===== config.mk =====
export PLATFORM = sky130hd
export DESIGN_NAME = regfile_operand_stage
export DESIGN_NICKNAME = d
export VERILOG_FILES = /design/src/rtl/regfile_operand_stage.sv
export SDC_FILE = /design/constraint.sdc
export NUM_CORES = 2
export LEC_CHECK = 0
export ABC_CLOCK_PERIOD_IN_PS = 2600
export CAP_MARGIN = 0
export CELL_PAD_IN_SITES_DETAIL_PLACEMENT = 2
export CELL_PAD_IN_SITES_GLOBAL_PLACEMENT = 2
export CORE_MARGIN = 5
export CORE_UTILIZATION = 41
export DETAILED_ROUTE_END_ITERATION = 10
export DONT_BUFFER_PORTS = 1
export GPL_TIMING_DRIVEN = 0
export PLACE_DENSITY_LB_ADDON = 0.1
export SYNTH_ARGS = -nofsm -noshare
export SYNTH_HDL_FRONTEND = slang
export SYNTH_SLANG_ARGS = --single-unit

===== constraint.sdc =====
create_clock -name clk -period 2.6 [get_ports clk]
set_input_delay 0.26 -clock clk [delete_from_list [all_inputs] [get_ports clk]]
set_output_delay 0.26 -clock clk [all_outputs]
set_load 0.02 [all_outputs]

===== src/rtl/regfile_operand_stage.sv =====
// regfile_operand_stage
//
// 32-entry, two-read / one-write register file feeding an ID/EX-style
// operand register that drives the ALU A/B buses directly.
//
// Optional feature (macro RF_WRITE_BYPASS_EN):
//   defined   -> write-first: a write-back to the register being decoded in
//                the same cycle is forwarded into the read value.
//   undefined -> read-before-write: reads see the pre-edge contents; the
//                pipeline must stall once for a same-cycle dependency.
//   The stall refresh of a held operand pair is active in both builds.
//
// Handshake: out_valid qualifies A/B. There is no ready; the consumer holds
// the pair in place by asserting stall, and flush discards it. A/B always
// load on a non-stalled, non-flushed edge, even when in_valid=0.
//
// Ports:
//   clk       rising-edge clock
//   reset     synchronous, active-high reset (clears storage and outputs)
//   in_valid  decode slot holds a valid instruction
//   rs_addr   source register for A
//   rt_addr   source register for B
//   stall     hold the output register (with write-back refresh)
//   flush     clear the output register (wins over stall)
//   we        write-back enable
//   wr_addr   write-back register (writes to register 0 are dropped)
//   wr_data   write-back data
//   A, B      registered operands to the ALU
//   out_valid A/B hold a valid operand pair
module regfile_operand_stage #(
  parameter int width      = 32,
  parameter int addr_width = 5,
  parameter int depth      = 32
) (
  input  logic                  clk,
  input  logic                  reset,
  input  logic                  in_valid,
  input  logic [addr_width-1:0] rs_addr,
  input  logic [addr_width-1:0] rt_addr,
  input  logic                  stall,
  input  logic                  flush,
  input  logic                  we,
  input  logic [addr_width-1:0] wr_addr,
  input  logic [width-1:0]      wr_data,
  output logic [width-1:0]      A,
  output logic [width-1:0]      B,
  output logic                  out_valid
);

  logic [width-1:0]      mem_q [depth];
  logic [width-1:0]      mem_d [depth];
  logic [width-1:0]      a_q, a_d;
  logic [width-1:0]      b_q, b_d;
  logic                  valid_q, valid_d;
  logic [addr_width-1:0] rs_cap_q, rs_cap_d;
  logic [addr_width-1:0] rt_cap_q, rt_cap_d;

  logic                  wr_hit;
  logic [width-1:0]      rd_a;
  logic [width-1:0]      rd_b;

  // Register 0 is hard-wired to zero, so a write to it is neither stored
  // nor forwarded anywhere.
  assign wr_hit = we && (wr_addr != '0);

  // Storage next state
  always_comb begin
    mem_d = mem_q;
    if (wr_hit) begin
      mem_d[wr_addr] = wr_data;
    end
  end

  // Read values rv(rs_addr) / rv(rt_addr)
  always_comb begin
    rd_a = (rs_addr == '0) ? '0 : mem_q[rs_addr];
    rd_b = (rt_addr == '0) ? '0 : mem_q[rt_addr];
`ifdef RF_WRITE_BYPASS_EN
    if (wr_hit && (wr_addr == rs_addr)) begin
      rd_a = wr_data;
    end
    if (wr_hit && (wr_addr == rt_addr)) begin
      rd_b = wr_data;
    end
`endif
  end

  // Output register: flush > stall > load (reset handled in the flop)
  always_comb begin
    a_d      = a_q;
    b_d      = b_q;
    valid_d  = valid_q;
    rs_cap_d = rs_cap_q;
    rt_cap_d = rt_cap_q;
    if (flush) begin
      a_d      = '0;
      b_d      = '0;
      valid_d  = 1'b0;
      rs_cap_d = '0;
      rt_cap_d = '0;
    end else if (stall) begin
      // A held pair must not go stale while a write-back retires into one
      // of its source registers. Captured address 0 never matches wr_hit.
      if (wr_hit && (wr_addr == rs_cap_q)) begin
        a_d = wr_data;
      end
      if (wr_hit && (wr_addr == rt_cap_q)) begin
        b_d = wr_data;
      end
    end else begin
      a_d      = rd_a;
      b_d      = rd_b;
      valid_d  = in_valid;
      rs_cap_d = rs_addr;
      rt_cap_d = rt_addr;
    end
  end

  always_ff @(posedge clk) begin
    if (reset) begin
      for (int i = 0; i < depth; i++) begin
        mem_q[i] <= '0;
      end
      a_q      <= '0;
      b_q      <= '0;
      valid_q  <= 1'b0;
      rs_cap_q <= '0;
      rt_cap_q <= '0;
    end else begin
      mem_q    <= mem_d;
      a_q      <= a_d;
      b_q      <= b_d;
      valid_q  <= valid_d;
      rs_cap_q <= rs_cap_d;
      rt_cap_q <= rt_cap_d;
    end
  end

  assign A         = a_q;
  assign B         = b_q;
  assign out_valid = valid_q;

endmodule


# Word level (Yosys, flattened, before mapping)
# Cells that the tools add are included.
totals:
  register_bits: 1099
  inputBits: 53
  wordCells: 71
op_classes:
  n_lt_le_gt_ge: 4
  eq_ne: 4
  mux: 15
  bitwise_logic: 3
  reduce_logical: 8
op_table:
  columns: ["op", "n"]
  rows:
  - ["bitwise mux 1024 bit", 1]
  - ["two-way mux 32 bit", 11]
  - ["binary-select mux 32 bit (select 5 bit)", 2]
  - ["demux 32 bit (select 5 bit)", 1]
  - ["greater-or-equal comparator 6 bit (second input constant)", 3]
  - ["inverter 5 -> 6 bit", 3]
  - ["== test 5 bit", 2]
  - ["logical NOT 5 bit", 2]
  - ["< comparator 6 x 1 -> 1 bit (second input constant)", 1]
  - ["nonzero test 5 bit", 1]
  - ["logical AND 1 bit", 4]
  - ["!= test 2 x 1 -> 1 bit (second input constant)", 2]
  - ["OR reduction 2 bit", 1]

# Depth between registers and ports, before layout
depth:
  word_depth: 6
  mapped_depth: 10

# Worst setup path before layout
# No wires, ideal clock.
synth_path:
  path_type: "input to register"
  start: "in rt_addr[0]"
  end: "reg b_q[26] (netlist: B[26])"
  setup_ps: 140
  arrival_ps: 1863
  required_ps: 2460
  slack_ps: 597
  cell_stages: 7
  n_path_buf: 2
  path_cell_list: "buf_4 -> buf_2 -> mux4_2 -> mux2_2 -> o221ai_1 -> o31a_1 -> a211oi_2"
synth_via:
  elab_chain_len: 6
  elab_cells_between_ends: 7
synth_lines:
  columns: ["item", "line", "rtl"]
  rows:
  - ["start, declared", "39", "input logic [addr_width-1:0] rt_addr,"]
  - ["inverter 5 -> 6 bit (implied by the code)", "77", "rd_b = (rt_addr == '0) ? '0 : mem_q[rt_addr];"]
  - ["binary-select mux 32 bit (select 5 bit)", "77", null]
  - ["two-way mux 32 bit (implied by the code) (2 in a row)", "77", null]
  - ["two-way mux 32 bit *", "77", null]
  - ["two-way mux 32 bit *", "101", "end else if (stall) begin"]
  - ["end signal, assigned", "125", "b_q <= '0;"]
  - ["end signal, assigned", "132", "b_q <= b_d;"]
  - ["end, declared", "53", "logic [width-1:0] b_q, b_d;"]
# Every way passes the cells marked *; elsewhere a longest branch is shown, timed or not. The select of a mux whose other input is x is not followed.
# A chain may end at the register's enable or synchronous reset.

# Worst setup path after layout
layout_path:
  start: "in rt_addr[2]"
  end: "reg b_q[19] (netlist: B[19])"
# The elaborated chain is that of the path after synthesis.

==> impl_results.md <==
- Die Height: 378 um
- CP arrival: ~3.4 ns
- Total number of vias: roughly 55000
- Detail Route Antenna Nets: 0
- Root Buffer: clkbuf_16
- Drt wl/cell: 35.6 um
- Static Leak: 20.4 nW
- Layout Nets: 6536
- Endpoints failing setup: 46
- CTS Buf Count: approximately 140
- Num rows: 134
- Pre-CTS setup slack: -1.33 ns
- First-pass GRT wire length: 416000 um
- Multi-input logic area: around 30000 sq um
- Largest net degree at the start of global routing: 20
- Post-synth EDFFs: 0
- Slew HR: 0.00507
- Top cells by area, synth: dfxtp_1, mux4_2, nand2_1
- Syn Nets: roughly 6400
- Hold wc startpoint: wr_data[5]
- Worst Skew: 0.0245 ns
- Critical Path, Cell by Cell: buf_4, nand2b_1, clkbuf_1, o221ai_1, a21oi_1, o31a_1, a211oi_2
- WHS Endpoint: mem_q[741]
- HP Class: primary input to flop
- Commonest register cell after synthesis: dfxtp_1
- CP max FO: 10
- Crit path kind: primary input to flop
- Final WL: approximately 300000 um
- PortBufs: 0
- Buffer and inverter count on the worst path: 2
- Final Slew Violations: 0
- Worst Setup Start Kind: primary input
- FILL cells: 14518
- CP max-delay cell: clkbuf_1
- Initial Utilization: 0.414
- Clk_lat worst skew: 0.78 ns
- Tmin final: 2.79 ns
- Tcrit/Tclk final: 1.07
- Global Route Usage Sum: 0.407
- Highest Clock Rate: 358 MHz
- Count leader, synth: nand2_1
- Pwr dens: 652 nW/um^2
- Die area: 143000 sq um
- Top cells by count, synth: nand2_1, dfxtp_1, a21oi_1, clkbuf_1, mux4_2
- Total Power: 40.9 mW
- CTS sink count: 1099
- FF-to-FF path depth: 6
- Post-DP HPWL: ~230000 um
- Worst hold stages: 3
- Mapped cell area: 55400 sq um
- Initial antenna violation count: 27
- Final hold viol count: 0
- Crit. End Element: flop
- Post-synthesis sequential area ratio: 0.397
- Outcome: complete, but fails checks
- CTS H-tree lvls: 4
- Setup Fix Bufs, Post-CTS: 0
- # IOs: 118
- Global route overflow: 0
- Core area: 134000 sq um
- DRT Pass-1 Iters: 6
- Register area: 22000 sq um
- Layout area overhead: 13.0%
- DR DRC count: 0
- Max incr delay on CP: 0.87 ns
- Post-synth cell types: 44
- Post-route worst setup slack: -0.193 ns
- Deepest clock path buffer count: 3
- Crit Reg-Reg Endpoint: B[18]
- FF-to-FF Start: rt_cap_q[1]
- Synth warn: 0
- Number of synthesized register bits: 1099
- Clk pin slew, worst setup/hold paths: 0.06 ns
- Failing checks: capacitance limit, setup timing
- TritonCTS clock tree: built
- Post-synth top area cell: dfxtp_1
- Worst Tran Pin Value: approximately 1.5 ns
- Syn Area/Cell: 8.77 sq um
- Layout cell share with drive strength beyond 1: 0.137
- Gpl congestion: just under 1
- DR iter-0 viols: 5635
- Ys async rst share: 0
- Die width: 378 um
- Worst path required time: 3.22 ns
- Via density: 6.51
- Worst VDD drop: roughly 0.53 mV
- Mapped Cells: around 6300
- RSZ-0062 raised after global routing: false
- Vias in the first global route: about 57000
- Critical path's top delay family: compound AO/OA/AOI/OAI gates
- Max-Cap Viols: 1
- Yosys top cell area share: 0.397
- Register-to-register setup slack: 0.06 ns
cell families (layout without fill, tap and decap cells):
logic type | Yosys count | in the layout | synth area share
compound gates | 1557 | 1557 | 0.167
other cells | 0 | 39 | 0
buf+inv | 657 | 929 | 0.0555
simple gates | 2262 | 2262 | 0.159
mux | 730 | 730 | 0.220
xor+xnor | 10 | 10 | 0.00158
flops | 1099 | 1099 | 0.397
report_power, final:
| part | switching [mW] | internal (mW) |
|---|---|---|
| Combinational | 2.95 | 0.972 |
| Clock | 8.08 | 11.7 |
| Sequential | 0.206 | 17.0 |
layer usage:
layer | GRT usage | share of wire
met5 | 0 | 0
met2 | 0.613 | 0.43
met3 | 0.0879 | 0.084
met1 | 0.519 | 0.40
met4 | 0.293 | 0.086
area by class of cell:
| class | count | share of cell area |
|---|---|---|
| Timing Repair Buffer | 35 | 0.00559 |
| Antenna cell | 39 | 0.00156 |
| Multi-Input combinational cell | 4559 | 0.485 |
| Clock buffer | 210 | 0.0671 |
| Sequential cell | 1099 | 0.351 |
| Buffer | 653 | 0.0492 |
| Tap cell | 1768 | 0.0353 |
| Clock inverter | 31 | 0.00494 |
repair_timing:
action | CTS | global route
gates resized for setup | 15 | 10
setup endpoints to repair | 73 | 64
endpoints found under the hold margin | 544 | 0
hold buffers | 35 | 0
worst max path at each step:
| stage | cells after the start | end | start |
|---|---|---|---|
| 6_report | 7 | B[19] | rt_addr[2] |
| 5_1_grt | 6 | B[18] | rt_cap_q[1] |
| 4_1_cts | 8 | B[24] | rt_addr[2] |
| 3_5_place_dp | 8 | A[29] | rs_addr[2] |
| 3_3_place_gp | 5 | mem_q[801] | reset |
| 2_1_floorplan | 7 | B[26] | rt_addr[0] |
cell usage in the layout, fill, tap and decap left out, types with 24 or more instances in the layout:
| master | instances |
|---|---|
| a211oi_1 | 75 |
| a211oi_2 | 36 |
| a21oi_1 | 1041 |
| buf_2 | 77 |
| buf_4 | 39 |
| buf_6 | 34 |
| clkbuf_1 | 499 |
| clkbuf_16 | 143 |
| clkbuf_8 | 37 |
| clkinv_2 | 24 |
| dfxtp_1 | 1099 |
| diode_2 | 39 |
| dlygate4sd3_1 | 35 |
| mux2_2 | 64 |
| mux2i_1 | 282 |
| mux4_2 | 384 |
| nand2_1 | 2037 |
| nor2_1 | 103 |
| nor2b_1 | 81 |
| o21ai_0 | 128 |
| o221ai_1 | 94 |
| o2bb2ai_1 | 64 |
| o31a_1 | 47 |
through the flow:
step / instance area [sq um] / setup TNS (ns) / utilization / hold slack (ns) / instances
final: 62600 / -2.48 / 0.467 / 0.00765 / 8394
after global routing: 62600 / 0 / 0.467 / 0.0256 / 8385
after CTS: 62500 / 0 / 0.467 / 0.000258 / 8356
after detailed placement: 57600 / -508.07 / 0.430 / 0.406 / 8083
after global placement: 57600 / -945.58 / 0.430 / 0.399 / 8083
after floorplan: 55400 / 0 / - / 0.396 / 6315
registers in the layout, indices dropped and copies added (netlist names):
name and flops:
mem_q 1024, A 32, B 32, rs_cap_q 5, rt_cap_q 5, out_valid 1
worst register-to-register path, delay by kind of cell, from the launching register on:
family | cells | cell delay, ns
AND/OR/NAND/NOR | 1 | 0.14
AO/OA/AOI/OAI | 3 | 1.24
flip-flops | 1 | 0.32
XOR/XNOR | 1 | 0.17
buffers and inverters | 1 | 0.56
Note: power is estimated with default switching activity, not from simulation.
